## config.mk

```make
export PLATFORM = sky130hd
export DESIGN_NAME = instr_fetch_unit
export DESIGN_NICKNAME = d
export VERILOG_FILES = /design/src/rtl/instr_fetch_unit.sv
export SDC_FILE = /design/constraint.sdc
export NUM_CORES = 1
export LEC_CHECK = 0
export BUFFER_PORTS_ARGS = -buffer_cell sky130_fd_sc_hd__buf_2
export CAP_MARGIN = 30
export CORE_UTILIZATION = 30
export CTS_CLUSTER_SIZE = 8
export DETAILED_ROUTE_END_ITERATION = 6
export PLACE_DENSITY_LB_ADDON = 0.25
export SYNTH_ARGS = -nofsm -noshare
export SYNTH_HDL_FRONTEND = slang
export SYNTH_SLANG_ARGS = --single-unit
export TNS_END_PERCENT = 100
```

## constraint.sdc

```tcl
create_clock -name clk -period 3.8 [get_ports clk]
set_input_delay 0.57 -clock clk [delete_from_list [all_inputs] [get_ports clk]]
set_output_delay 0.57 -clock clk [all_outputs]
set_load 0.1 [all_outputs]
```

## src/rtl/instr_fetch_unit.sv

```systemverilog
// Fetch stage: owns the PC, fetches words over req/ack, and hands IR/op to the control unit.
// Define FETCH_PREFETCH_EN to add a one-entry prefetch buffer for 1 instruction/cycle throughput.
module instr_fetch_unit #(
  parameter int                ADDR_W   = 16,
  parameter int                INSTR_W  = 16,
  parameter logic [ADDR_W-1:0] RESET_PC = '0,
  parameter int                PC_INC   = 2
) (
  input  logic               clk,
  input  logic               rst_n,
  output logic               imem_req,
  output logic [ADDR_W-1:0]  imem_addr,
  input  logic               imem_ack,
  input  logic [INSTR_W-1:0] imem_rdata,
  output logic [INSTR_W-1:0] ir,
  output logic [3:0]         op,
  output logic               ir_valid,
  input  logic               ir_ready,
  input  logic               redirect,
  input  logic [ADDR_W-1:0]  redirect_pc,
  output logic [ADDR_W-1:0]  pc,
  output logic [ADDR_W-1:0]  pc_plus
);

  localparam logic [ADDR_W-1:0] INC = ADDR_W'(PC_INC);

  typedef enum logic [1:0] {S_IDLE, S_REQ, S_HOLD} state_t;

  state_t              r_state, w_state_next;
  logic [ADDR_W-1:0]   r_fetch_pc, w_fetch_pc_next;
  logic [ADDR_W-1:0]   r_redir_pc, w_redir_pc_next;
  logic [ADDR_W-1:0]   r_pc, w_pc_next;
  logic [INSTR_W-1:0]  r_ir, w_ir_next;
  logic                r_ir_valid, w_ir_valid_next;
  logic                r_drop, w_drop_next;
  logic                w_ack, w_consume, w_take, w_full_next;
`ifdef FETCH_PREFETCH_EN
  logic [INSTR_W-1:0]  r_buf_data, w_buf_data_next;
  logic [ADDR_W-1:0]   r_buf_pc, w_buf_pc_next;
  logic                r_buf_valid, w_buf_valid_next;
`endif

  assign w_ack     = (r_state == S_REQ) && imem_ack;
  assign w_consume = r_ir_valid && ir_ready;
  assign w_take    = w_ack && !r_drop && !redirect;

  always_comb begin
    w_state_next    = r_state;
    w_fetch_pc_next = r_fetch_pc;
    w_redir_pc_next = r_redir_pc;
    w_pc_next       = r_pc;
    w_ir_next       = r_ir;
    w_ir_valid_next = r_ir_valid;
    w_drop_next     = r_drop;
`ifdef FETCH_PREFETCH_EN
    w_buf_data_next  = r_buf_data;
    w_buf_pc_next    = r_buf_pc;
    w_buf_valid_next = r_buf_valid;
`endif

    if (w_consume) begin
`ifdef FETCH_PREFETCH_EN
      w_ir_valid_next  = r_buf_valid;
      w_buf_valid_next = 1'b0;
      if (r_buf_valid) begin
        w_ir_next = r_buf_data;
        w_pc_next = r_buf_pc;
      end
`else
      w_ir_valid_next = 1'b0;
`endif
    end

    if (w_take) begin
      w_fetch_pc_next = r_fetch_pc + INC;
`ifdef FETCH_PREFETCH_EN
      // IR still occupied after this edge: park the word in the buffer
      if (w_ir_valid_next) begin
        w_buf_data_next  = imem_rdata;
        w_buf_pc_next    = r_fetch_pc;
        w_buf_valid_next = 1'b1;
      end else
`endif
      begin
        w_ir_next       = imem_rdata;
        w_pc_next       = r_fetch_pc;
        w_ir_valid_next = 1'b1;
      end
    end else if (w_ack && r_drop && !redirect) begin
      w_fetch_pc_next = r_redir_pc;
      w_drop_next     = 1'b0;
    end

`ifdef FETCH_PREFETCH_EN
    w_full_next = w_buf_valid_next;
`else
    w_full_next = w_ir_valid_next;
`endif

    case (r_state)
      S_IDLE:  w_state_next = S_REQ;
      S_REQ:   if (w_ack) w_state_next = w_full_next ? S_HOLD : S_REQ;
      S_HOLD:  if (!w_full_next) w_state_next = S_REQ;
      default: w_state_next = S_IDLE;
    endcase

    // The outstanding address stays on the bus; the target is applied once its ack arrives
    if (redirect) begin
      w_ir_valid_next = 1'b0;
`ifdef FETCH_PREFETCH_EN
      w_buf_valid_next = 1'b0;
`endif
      w_state_next = S_REQ;
      if ((r_state == S_REQ) && !imem_ack) begin
        w_drop_next     = 1'b1;
        w_redir_pc_next = redirect_pc;
      end else begin
        w_fetch_pc_next = redirect_pc;
        w_drop_next     = 1'b0;
      end
    end
  end

  always_ff @(posedge clk) begin
    if (!rst_n) begin
      r_state    <= S_IDLE;
      r_fetch_pc <= RESET_PC;
      r_redir_pc <= RESET_PC;
      r_pc       <= RESET_PC;
      r_ir       <= '0;
      r_ir_valid <= 1'b0;
      r_drop     <= 1'b0;
`ifdef FETCH_PREFETCH_EN
      r_buf_data  <= '0;
      r_buf_pc    <= RESET_PC;
      r_buf_valid <= 1'b0;
`endif
    end else begin
      r_state    <= w_state_next;
      r_fetch_pc <= w_fetch_pc_next;
      r_redir_pc <= w_redir_pc_next;
      r_pc       <= w_pc_next;
      r_ir       <= w_ir_next;
      r_ir_valid <= w_ir_valid_next;
      r_drop     <= w_drop_next;
`ifdef FETCH_PREFETCH_EN
      r_buf_data  <= w_buf_data_next;
      r_buf_pc    <= w_buf_pc_next;
      r_buf_valid <= w_buf_valid_next;
`endif
    end
  end

  assign imem_req  = (r_state == S_REQ);
  assign imem_addr = r_fetch_pc;
  assign ir        = r_ir;
  assign op        = r_ir[INSTR_W-1 -: 4];
  assign ir_valid  = r_ir_valid;
  assign pc        = r_pc;
  assign pc_plus   = r_pc + INC;

endmodule
```

Word level (Yosys, flattened, before mapping)
Cells that the tools add are included.
Widths: inputs -> output; s select.
{ "classes": {"add_sub_neg": 2, "eq_ne": 7, "n_mux": 15, "bitwise_logic": 1, "n_reduce_logical": 17} }
{ "ops": {"columns": ["op", "n"], "rows": [
  ["$mux 16", 4],
  ["$add 16x2->16 const B", 2],
  ["$reduce_and 2->1", 4],
  ["$logic_and 1x1->1", 7],
  ["$mux 1", 7],
  ["$mux 2", 3],
  ["$pmux 2 s3", 1],
  ["$ne 2x2->1 const B", 2],
  ["$logic_not 1->1", 3],
  ["$ne 3x1->1 const B", 1],
  ["$ne 3x3->1 const B", 1],
  ["$eq 2x1->1 const B", 1],
  ["$eq 2x2->1 const B", 1],
  ["$logic_not 2->1", 1],
  ["$ne 2x1->1 const B", 1],
  ["$reduce_bool 2->1", 1],
  ["$reduce_or 2->1", 1],
  ["$not 1->1", 1]
]} }
{ "totals": {"regBits": 68, "out_inout_bits": 70} }

Longest topological paths before layout
Gate-level depths: netlist (run 1).
{ "logic_depth": {"depth_word": 9, "ltp_mapped": 7} }

Worst setup path after synthesis (run 1)
OpenSTA, ideal clock, no wires.
{ "synth_timing": {"path_kind": "register -> output", "start": "reg r_pc[1] (netlist: pc[1])", "end": "out pc_plus[15]", "arrival_time_ps": 3605, "slack_ps": -375, "path_stages_with_launch": 6, "path_cell_list": "dfxtp_1 -> ha_1 -> nand3_1 -> nor3_1 -> nand3_1 -> xnor2_1"} }
{ "synth_between": {"elab_chain_cells": 1} }
{ "synth_lines": {"columns": ["element", "line_no", "source"], "rows": [
  ["start: declaration", "32", "logic [ADDR_W-1:0] r_pc, w_pc_next;"],
  ["start signal: assignment", "142", "r_pc <= w_pc_next;"],
  ["$add 16x2->16", "160", "assign pc_plus = r_pc + INC;"],
  ["end: declaration", "22", "output logic [ADDR_W-1:0] pc_plus"]
]} }
Every way passes these cells.

Final worst setup path (run 1)
{ "layout_timing": {"start": "reg r_pc[1] (netlist: pc[1])", "end": "out pc_plus[13]"} }
The elaborated chain is that of the path after synthesis.

==> results of run 1 <==
[sequential cells by signal, summed over array words and instances (netlist names)]
name	cells
imem_addr	16
ir	16
pc	16
r_redir_pc	16
r_state	2
ir_valid	1
r_drop	1
[placed cells by master, fill, tap and decap left out, types with 2 or more instances in the layout]
cell,netlist,final
clkbuf_8,0,11
a41oi_1,2,2
mux2i_1,2,2
nand2_1,123,123
nor4_1,4,4
and3_1,4,4
buf_2,4,106
ha_1,2,2
and4_1,2,2
a22oi_1,2,2
inv_1,8,8
nor3_1,7,6
a31oi_1,7,7
xnor2_2,0,5
nand3_1,16,16
xor2_1,9,8
o21ai_0,23,23
a21boi_0,51,51
dfxtp_1,68,68
nor2_1,14,14
nand4_1,3,3
clkinvlp_4,0,4
xnor2_1,10,5
or3_1,2,2
a21oi_1,10,10
nand2b_1,2,2
a221oi_1,3,3
nor2b_1,3,3
buf_4,5,4
nor3b_1,2,2
[through the flow]
step	cells	hold slack (ps)	power [mW]	cell area, sq um
2_1_floorplan	426	439	1.08	3330
4_1_cts	655	468	1.78	4140
5_1_grt	655	483	1.84	4140
6_report	656	462	1.76	4140
3_5_place_dp	639	457	1.16	3930
3_3_place_gp	638	452	1.16	3910
[how the worst max path moves through the flow]
| stage | start | endpoint | slack, ps | depth (start not counted) |
|---|---|---|---|---|
| floorplan | pc[1] | pc_plus[8] | 80 | 3 |
| detailed placement | pc[1] | pc_plus[13] | 1090 | 6 |
| global route | pc[1] | pc_plus[15] | 530 | 6 |
| CTS | pc[1] | pc_plus[13] | 720 | 6 |
| finish | pc[1] | pc_plus[13] | 760 | 6 |
| global placement | pc[1] | pc_plus[15] | 1190 | 6 |
[power by group]
group / total (mW) / leakage, nW / internal, mW / switching, mW
clock network: 0.616 / 0.0938 / 0.339 / 0.277
registers: 0.779 / 0.554 / 0.742 / 0.0370
logic: 0.366 / 1.08 / 0.0764 / 0.290
total: 1.76 / 1.73 / 1.16 / 0.604
[per-layer routing]
layer / track usage [%] / vias up
met4: 6.56 / 0
met1: 20.0 / 1408
met5: 0 / -
met3: 2.92 / 7
li1: - / 1609
met2: 25.0 / 91
[critical path, stage by stage (launching register included)]
cell     delay [ps]
dfxtp_1         420
ha_1            220
nand3_1         180
nor3_1          520
nand3_1         210
xnor2_2         150
buf_2           440
[cell families after synthesis]
kind of cell	Yosys count	share of synthesized area (%)
flops	68	41.4
mux	3	0.952
buf+inv	42	5.52
simple gates	188	25.0
fa+ha+maj	2	0.762
xor+xnor	19	5.07
compound gates	104	21.3
[final cells by class]
class,count,area share (%)
sequential,68,32.9
tap,136,4.11
clock buffer,11,3.65
multi-input combinational,316,43.2
inverter,8,0.725
timing repair buffer,111,13.9
clock inverter,5,1.45
antenna,1,0.0604
==> results_dict.tcl, run 1 <==
set metrics [dict create \
    p_leak_nw 1.73 \
    drt_pass1_iterations 4 \
    fin_util_pct 39.6 \
    fin_skew_ps 13.1 \
    worst_slack_ps 763 \
    grt_max_degree 68 \
    tightest_slew_ps 984 \
    avgSynthCellArea_sq_um 7.71 \
    die_x_um 107 \
    cts_hold_buf 0 \
    rrSetupSlack_ps 1560 \
    hold_end "ir[3]" \
    hp-class "flip-flop to flip-flop" \
    synth_top_area_share_pct 41.4 \
    clock-sinks 68 \
    grt_pass1_wl_um 13900 \
    drv_cap 0 \
    nFillCells 1123 \
    grt-ovfl-total 0 \
    yosys_most_used_dff "dfxtp_1" \
    drv_slew 0 \
    async_flop_share_pct 0 \
    ant_nets 0 \
    ys_seq_area_share_pct 41.4 \
    routed.top_layer "met4" \
    r2r.worst_path.cells 6 \
    fin_tns_setup_ps 0 \
    timing.rr.end "imem_addr[15]" \
    clk_path_buf_depth 2 \
    post_cts_buffers 0 \
    syn-num-nets 465 \
    design.die.area_sq_um 11400 \
    status "finished, final reports clean" \
    layout-drive-gt1-share_pct 26.4 \
    fin_nets 553 \
    critPathRequiredTime_ps 3230 \
    initial_utilization_pct 31.4 \
    io_buffers 106 \
    fin_crit_sh_pct 79.9 \
    synth_edf_count 0 \
    yosysMostFrequentCell "nand2_1" \
    row_count 37 \
    clockRootBuffer "clkbuf_8" \
    wire_per_inst_um 13.2 \
    critical_path_class "flip-flop to primary output" \
    crit_arrival_ps 2470 \
    finalSetupViolCount 0 \
    htreeDepth 3 \
    slew_headroom_pct 34.4 \
    area_delta_synth_final_pct 26.1 \
    hp-start "ir[3]" \
    min_delay_path_depth 2 \
    num_vias 3115 \
    clk_pin_slew_worst_paths_ps 80 \
    route.met2.wl_um 3930 \
    start_kind "flip-flop" \
    synthTopCellsByCount "123 x nand2_1, 68 x dfxtp_1, 51 x a21boi_0, 25 x clkbuf_1, 23 x o21ai_0" \
    p_per_area_nw_per_um2 425 \
    grt_usage_pct 15.4 \
    rsz0062_at_grt "false" \
    dp_hpwl_um 6000 \
    cts_resized 0 \
    clock.fmax_ghz 0.329 \
    yosysTopAreaCell "dfxtp_1" \
    drc_errors 0 \
    first_iter_violations 218 \
    met3WireLength_um 483 \
    die_y_um 107 \
    end_kind "primary output" \
    wl_met1_um 4120 \
    r2r-start "imem_addr[1]" \
    netlist_area_sq_um 3280 \
    finalHoldViolCount 0 \
    drt-total-wl_um 8650 \
    synth_seq_cells 68 \
    core_sq_um 10500 \
    yosys-top-cells-area "dfxtp_1 41%, nand2_1 14%, a21boi_0 12%, o21ai_0 3.5%, clkbuf_1 2.9%" \
    synthCells 426 \
    worstPathMaxFanout 6 \
    clock_latency_ps 330 \
    synth.distinct_cells 41 \
    peakVddDrop_mv 0.169 \
    ios 107 \
    cts_buffers 9 \
    multiInputGateArea_sq_um 1790 \
    grt_pass1_vias 2845 \
    ys_warn_count 0 \
    dp_slack_ps 1090 \
    tritoncts "yes" \
    grt_antenna_before_repair 1 \
    finalCriticalPeriod_ps 3040 \
    place_congestion 0.769 \
    seq_area_sq_um 1360 \
    vias_per_cell 4.75 \
]
(Power assumes the default switching activity.)
==> run 2: changes to the inputs <==
clock period = 2.7 ns   (was 3.8 ns; I/O delays follow)
==> results_dict.tcl, run 2 (synthesis results as in run 1) <==
set metrics [dict create \
    crit_top_cell "nand3_1" \
    area_delta_synth_final_pct 31.5 \
    num_vias 3116 \
    fin_tns_setup_ps 0 \
    grt_usage_pct 15.8 \
    internal_power_mw 1.66 \
    crit_arrival_ps 2150 \
    dpl_cell_area_sq_um 4100 \
    fin_skew_ps 13.3 \
    path_cells "ha_1 > nand3_1 > nor3_4 > nand3_1 > xnor2_4 > buf_4" \
    clock_latency_ps 350 \
    post_cts_buffers 0 \
    die_x_um 107 \
    grt_antenna_before_repair 0 \
    first_iter_violations 193 \
    p_per_area_nw_per_um2 581 \
    cts_buffers 9 \
    grt_pass1_vias 2873 \
    worstPathMaxFanout 6 \
    ios 107 \
    design.die.area_sq_um 11400 \
    r2r.worst_path.cells 7 \
    drt_pass1_iterations 4 \
    cp-startpoint "pc[1]" \
    grt-ovfl-total 0 \
    post-route-cell-area_sq_um 4320 \
    hp-class "input port to flip-flop" \
    timing.rr.end "imem_addr[15]" \
    clock.fmax_ghz 0.391 \
    critPathRequiredTime_ps 2300 \
    diodes 0 \
    dp_hpwl_um 6260 \
    drt-total-wl_um 8730 \
    clk_pin_slew_worst_paths_ps 80 \
    htreeDepth 3 \
    slowest_stage "dfxtp_4" \
    cts_hold_buf 0 \
    power_frac_comb_pct 21.1 \
    nFillCells 1121 \
    drv_cap 0 \
    layout-drive-gt1-share_pct 30.1 \
    tightest_slew_ps 715 \
    layout_common_cells "123 x nand2_1, 104 x buf_2, 58 x dfxtp_1, 51 x a21boi_0, 23 x o21ai_0" \
    initial_utilization_pct 31.4 \
    start_kind "flip-flop" \
    final_common_cell "nand2_1" \
    status "finished, final reports clean" \
    ant_nets 0 \
    core_sq_um 10500 \
    grt_max_degree 46 \
    fin_nets 559 \
    p_leak_nw 1.83 \
    critPathMaxStageDelay_ps 370 \
    min_delay_path_depth 3 \
    grt_pass1_wl_um 14200 \
    wire_per_inst_um 13.2 \
    tritoncts "yes" \
    endpoint "pc_plus[13]" \
    end_kind "primary output" \
    rsz0062_at_grt "false" \
    finalCriticalPeriod_ps 2550 \
    finalHoldViolCount 0 \
    place_congestion 0.810 \
    clockRootBuffer "clkbuf_8" \
    row_count 37 \
    vias_per_cell 4.71 \
    finalSetupViolCount 0 \
    p_switching_mw 0.847 \
    fin_crit_sh_pct 94.6 \
    seqPwrFrac_pct 43.4 \
    drv_slew 0 \
    clock-sinks 68 \
    die_y_um 107 \
    clk_path_buf_depth 2 \
    slew_headroom_pct 52.3 \
    sw_frac_of_total_pct 33.7 \
    r2r-start "imem_addr[2]" \
    critical_path_class "flip-flop to primary output" \
    drc_errors 0 \
    rrSetupSlack_ps 740 \
    io_buffers 106 \
    p_clk_share_pct 35.5 \
    peakVddDrop_mv 0.168 \
]
==> run 2: cell types whose count changed in the layout (fill, tap and decap cells not counted), moves of 4 or more <==
cell	delta
dfxtp_2	+6
dfxtp_4	+4
buf_4	+8
dfxtp_1	-10
xnor2_4	+4
xnor2_1	-4
==> run 2: cell type report <==
class                           instances  area, sq um  area share, %
Multi-Input combinational cell        316         1890           43.8
Sequential cell                        68         1380           32.0
Timing Repair Buffer                  117          631           14.6
Clock buffer                           13          170           3.94
Tap cell                              136          170           3.94
Clock inverter                          3         42.5          0.985
Inverter                                8         30.0          0.695
==> run 2: through the flow <==
stage               utilization (%)  worst slack (ps)  hold slack [ps]  cells  total power, mW
floorplan                         -              60.9              439    426             1.53
global placement               39.2               336              448    645             1.64
detailed placement             39.2               307              456    645             1.64
CTS                            41.2              58.9              291    661             2.53
global route                   41.3              20.9              304    661             2.62
finish                         41.3               146              299    661             2.51
==> run 2: what timing repair did <==
item / 4_1_cts / 5_1_grt
resized for setup: 1 / 1
hold endpoints to repair: 0 / 0
setup endpoints to repair: 1 / 1
==> run 2: worst min-delay path by stage <==
stage	slack (ps)	endpoint	startpoint
floorplan	440	r_redir_pc[10]	r_redir_pc[10]
global placement	450	ir[8]	ir[8]
detailed placement	460	ir[11]	ir[11]
CTS	290	ir[14]	imem_rdata[14]
global route	300	ir[6]	imem_rdata[6]
finish	300	ir[10]	imem_rdata[10]
==> run 2: per-layer routing <==
layer / vias up / GRT usage [%] / wire, um
li1: 1622 / - / -
met1: 1408 / 20.6 / 4170
met2: 79 / 25.0 / 4080
met3: 7 / 2.86 / 380
met4: 0 / 7.73 / 93
met5: - / 0 / 0
==> run 2: worst max-delay path, delay by kind of cell, from the launching register on <==
family	cells	cell delay [ps]
adder cells (fa/ha/maj)	1	190
flip-flops	1	370
AND/OR/NAND/NOR	3	770
buffers and inverters	1	300
XOR/XNOR	1	190
==> run 2: power groups by stage <==
stage / combinational [mW] / sequential, mW / clock (mW)
floorplan: 0.197 / 1.33 / 0
global placement: 0.528 / 1.11 / 0
detailed placement: 0.532 / 1.11 / 0
CTS: 0.533 / 1.09 / 0.910
global route: 0.560 / 1.10 / 0.960
finish: 0.530 / 1.09 / 0.891
